### config.mk
export PLATFORM = sky130hd
export DESIGN_NAME = alu_result_stage
export DESIGN_NICKNAME = d
export VERILOG_FILES = /design/src/rtl/alu_result_stage.sv
export SDC_FILE = /design/constraint.sdc
export NUM_CORES = 1
export LEC_CHECK = 0
export BUFFER_PORTS_ARGS = -buffer_cell sky130_fd_sc_hd__buf_2
export CAP_MARGIN = 20
export CORE_MARGIN = 4
export CORE_UTILIZATION = 56
export DETAILED_ROUTE_END_ITERATION = 8
export GPL_ROUTABILITY_DRIVEN = 0
export HOLD_SLACK_MARGIN = 0.06
export PLACE_DENSITY = 0.84
export SETUP_SLACK_MARGIN = 0.02
export SYNTH_ARGS = -nofsm -noshare
export SYNTH_HDL_FRONTEND = slang
export SYNTH_SLANG_ARGS = --single-unit
### constraint.sdc
create_clock -name clk -period 2 [get_ports clk]
set_clock_uncertainty 0.05 [all_clocks]
set_input_delay 0.3 -clock clk [delete_from_list [all_inputs] [get_ports clk]]
set_output_delay 0.3 -clock clk [all_outputs]
set_load 0.01 [all_outputs]
### src/rtl/alu_result_stage.sv
// rtl/alu_result_stage.sv - 2-entry in-order result FIFO with stored zero/sign/parity flags.
// Optional parity storage enabled by macro ALU_RESULT_PARITY_EN (out_par tied to 0 otherwise).
module alu_result_stage #(
  parameter int WIDTH = 32,
  parameter int CNT_W = 8
) (
  input  logic             clk,
  input  logic             rst,
  input  logic             in_valid,
  output logic             in_ready,
  input  logic [WIDTH-1:0] y,
  input  logic [1:0]       op,
  output logic             out_valid,
  input  logic             out_ready,
  output logic [WIDTH-1:0] out_y,
  output logic [1:0]       out_op,
  output logic             out_zero,
  output logic             out_neg,
  output logic             out_par,
  output logic [1:0]       count,
  output logic [CNT_W-1:0] acc_cnt
);

  typedef enum logic [1:0] {
    EMPTY = 2'd0,
    ONE   = 2'd1,
    FULL  = 2'd2
  } state_t;

  state_t state;

  logic [WIDTH-1:0] head_y, tail_y;
  logic [1:0]       head_op, tail_op;
  logic             head_zero, head_neg;
  logic             tail_zero, tail_neg;

  logic push, pop;
  logic in_zero, in_neg;

  assign in_ready  = (state != FULL);
  assign out_valid = (state != EMPTY);
  assign count     = state;
  assign push      = in_valid && in_ready;
  assign pop       = out_valid && out_ready;

  // Flags are captured at push time so the consumer never recomputes them.
  assign in_zero = ~|y;
  assign in_neg  = y[WIDTH-1];

  assign out_y    = head_y;
  assign out_op   = head_op;
  assign out_zero = head_zero;
  assign out_neg  = head_neg;

`ifdef ALU_RESULT_PARITY_EN
  logic head_par, tail_par;
  logic in_par;

  assign in_par  = ^y;
  assign out_par = head_par;

  always_ff @(posedge clk) begin
    if (rst) begin
      head_par <= 1'b0;
      tail_par <= 1'b0;
    end else begin
      case (state)
        EMPTY: if (push) head_par <= in_par;
        ONE: begin
          if (push && !pop) tail_par <= in_par;
          else if (push && pop) head_par <= in_par;
        end
        FULL: if (pop) head_par <= tail_par;
        default: ;
      endcase
    end
  end
`else
  assign out_par = 1'b0;
`endif

  always_ff @(posedge clk) begin
    if (rst) begin
      state     <= EMPTY;
      acc_cnt   <= '0;
      head_y    <= '0;
      head_op   <= '0;
      head_zero <= 1'b0;
      head_neg  <= 1'b0;
      tail_y    <= '0;
      tail_op   <= '0;
      tail_zero <= 1'b0;
      tail_neg  <= 1'b0;
    end else begin
      if (push) acc_cnt <= acc_cnt + CNT_W'(1);
      case (state)
        EMPTY: begin
          if (push) begin
            head_y    <= y;
            head_op   <= op;
            head_zero <= in_zero;
            head_neg  <= in_neg;
            state     <= ONE;
          end
        end
        ONE: begin
          if (push && !pop) begin
            tail_y    <= y;
            tail_op   <= op;
            tail_zero <= in_zero;
            tail_neg  <= in_neg;
            state     <= FULL;
          end else if (!push && pop) begin
            state <= EMPTY;
          end else if (push && pop) begin
            // Head leaves as the new result arrives, so the newcomer becomes head.
            head_y    <= y;
            head_op   <= op;
            head_zero <= in_zero;
            head_neg  <= in_neg;
          end
        end
        FULL: begin
          if (pop) begin
            head_y    <= tail_y;
            head_op   <= tail_op;
            head_zero <= tail_zero;
            head_neg  <= tail_neg;
            state     <= ONE;
          end
        end
        default: state <= EMPTY;
      endcase
    end
  end

endmodule

==> impl_metrics.csv <==
group,metric,value,unit
die,initial_core_util,58.88,%
logic_synthesis,async_flop_share,0,%
worst_hold_path,min-delay-path-class,"primary input to flip-flop",
global_routing,antenna_found_initial,0,
final_layout,area_delta_synth_final,20.94,%
detailed_routing,dr.pass1.iters,5,
detailed_routing,wl_per_cell,14.44,µm
final_layout,drive_above_1_share,23.94,%
logic_synthesis,syn_area,0.003322,mm²
timing,fin_crit_sh,89.67,%
critical_path,r2r_slack,0.33,ns
critical_path,cpMaxStageDelayCell,"dfxtp_1",
timing,fmax,557.6,MHz
clock_network,clk_latency,0.35,ns
critical_path,cp-end-kind,"primary output",
run_status,status,"finished clean",
global_routing,grt_pass1_vias,3088,
critical_path,crit_required,1.65,ns
critical_path,path_buf_inv,3,
clock_network,cts_tree,"built",
pwr,p_leak,1.679,nW
final_layout,antennaDiodeCount,0,
timing,hold_viol_final,0,
clock_network,clkTransAtPathRegs,0.08,ns
timing,rsz0062_at_grt,"false",
global_routing,grt_pass1_wl,14010,µm
global_routing,grtUsageTotal,23.63,%
pwr,p_per_area,865.2,mW/mm²
logic_synthesis,syn-num-nets,457,
timing,setup_viol,0,
detailed_routing,wl,8214,µm
detailed_routing,drtIter0Drc,237,
place,dpl.hpwl,5505,µm
logic_synthesis,ys_ff_latch,80,
global_routing,grt_max_degree,81,
die,core-area,0.005642,mm²
critical_path,cp-start-kind,"flip-flop",
die,ios,87,
logic_synthesis,synth_ff_type,"dfxtp_1",
logic_synthesis,synth_most_common_cell,"nand2_1",
logic_synthesis,postSynthAreaPerCell,7.947,µm²
critical_path,r2r-end,"tail_y[29]",
die,die_h,85.02,µm
logic_synthesis,synth_top_area_share,48.21,%
detailed_routing,vias,3166,
job,drv_cap,0,
timing,slew_violations,0,
worst_hold_path,whs_path_depth,3,
critical_path,cp.arrival,1.44,ns
global_routing,grt_overflow,0,
worst_hold_path,min_to,"tail_op[0]",
critical_path,critPathMaxFanout,34,
place,port_buffers,85,
die,die_area,0.007228,mm²
detailed_routing,drtAntennaViolNets,0,
critical_path,path_class,"flip-flop to primary output",
critical_path,reg2reg_depth,5,
critical_path,r2r-start,"count[0]",
clock_network,post_cts_buffers,1,
clock_network,cts_root_buf,"clkbuf_8",
logic_synthesis,synthCells,418,
critical_path,crit_path_max_incr_delay,0.48,ns
clock_network,cts_resized,0,
final_layout,fin_nets,531,
timing,timing.final.crit_period,1.793,ns
die,die_w,85.02,µm
die,rows,27,
clock_network,cts.htree.levels,3,
final_layout,final_util,71.21,%
pwr,ir_drop,0.0004368,V
worst_hold_path,worstHoldStart,"op[0]",
final_layout,nFillCells,451,
clock_network,hold_buffers,0,
clock_network,numClockSinks,80,
logic_synthesis,synth_edf_count,0,
detailed_routing,drcViolationCount,0,
logic_synthesis,ys_warn_count,0,
critical_path,crit_family,"flip-flops",
timing,holdWs,0.1423,ns
logic_synthesis,yosys.area.top_type,"dfxtp_1",
logic_synthesis,yosysSeqAreaShare,48.21,%
detailed_routing,drt-vias-per-instance,5.564,
clock_network,cts_buffers,9,
critical_path,crit_chain,"nor2b_4 -> inv_1 -> buf_12 -> buf_2",
logic_synthesis,synth.distinct_cells,36,
timing,setup-tns-final,0,ns
logic_synthesis,netlist_top_cells_count,"nand2_1 (141), dfxtp_1 (80), nor2_1 (43)",
clock_network,clock_path_buffers,2,
logic_synthesis,ys_top_cells_by_area,"dfxtp_1 (48%), nand2_1 (16%), a311oi_1 (9.0%)",
[tightest hold or removal path: stages]
cell and delay (ns):
buf_2 0.11, nand2_1 0.05, a21oi_1 0.05
[metal layers]
layer | part of all wire (%) | vias up | track usage, %
met1 | 43 | 1494 | 28.94
met3 | 6.4 | 13 | 6.408
li1 | - | 1565 | -
met4 | 1.4 | 0 | 8.058
met2 | 50 | 94 | 39.97
met5 | 0 | - | 0
[layout make-up]
| cell class | instances | area [µm²] | area share [%] |
|---|---|---|---|
| clock buffer | 11 | 131.4 | 3.270 |
| clock inverter | 5 | 81.33 | 2.024 |
| inverter | 1 | 3.754 | 0.09343 |
| multi-input combinational | 303 | 1544 | 38.43 |
| sequential | 80 | 1602 | 39.86 |
| tap | 72 | 90.09 | 2.242 |
| timing repair buffer | 97 | 565.5 | 14.08 |
[power breakdown]
group | internal [mW] | switching [mW]
Sequential | 1.68 | 0.0517
Combinational | 0.185 | 0.267
Clock | 0.704 | 0.587
[sequential cells by signal (all words and copies together), names as in the netlist]
register,cells
out_y,32
tail_op,2
tail_zero,1
count,2
out_zero,1
out_op,2
tail_y,32
acc_cnt,8
[layout by cell type, fill, tap and decap left out, drive strengths merged, types with 3 or more instances in the layout]
master / instances
buf: 97
nand3: 3
nand4: 5
dfxtp: 80
xor2: 5
nor2: 43
clkbuf: 11
nand2: 142
nor4: 9
a311oi: 34
a21oi: 38
[worst max-delay path by stage]
stage / startpoint / end / slack [ns] / cells after the start
floorplan: count[1] / tail_op[0] / 0.57 / 6
global placement: y[2] / out_zero / 0.38 / 5
detailed placement: y[2] / out_zero / 0.33 / 5
CTS: count[1] / in_ready / 0.20 / 4
global route: count[1] / in_ready / 0.14 / 4
finish: count[1] / in_ready / 0.21 / 4
[stage by stage]
stage | total power [mW] | area (µm²) | setup WS (ns) | cells
after floorplan | 2.033 | 3322 | 0.5746 | 418
after global placement | 2.205 | 3797 | 0.3784 | 552
after detailed placement | 2.222 | 3797 | 0.3285 | 552
after CTS | 3.491 | 4018 | 0.2006 | 569
after global routing | 3.632 | 4018 | 0.1353 | 569
final | 3.476 | 4018 | 0.2067 | 569
[logic make-up (layout without fill, tap and decap cells)]
kind of cell    count (synthesis)  after routing  synth area share (%)
simple gates                  217            217                 27.80
flops                          80             80                 48.21
compound gates                 76             76                 15.59
buf+inv                        35            114                 5.763
xor+xnor                        7              7                 1.846
fa+ha+maj                       1              1                0.3766
other cells                     1              1                0.1129
mux                             1              1                0.3013
Note: power is estimated with default switching activity, not from simulation.
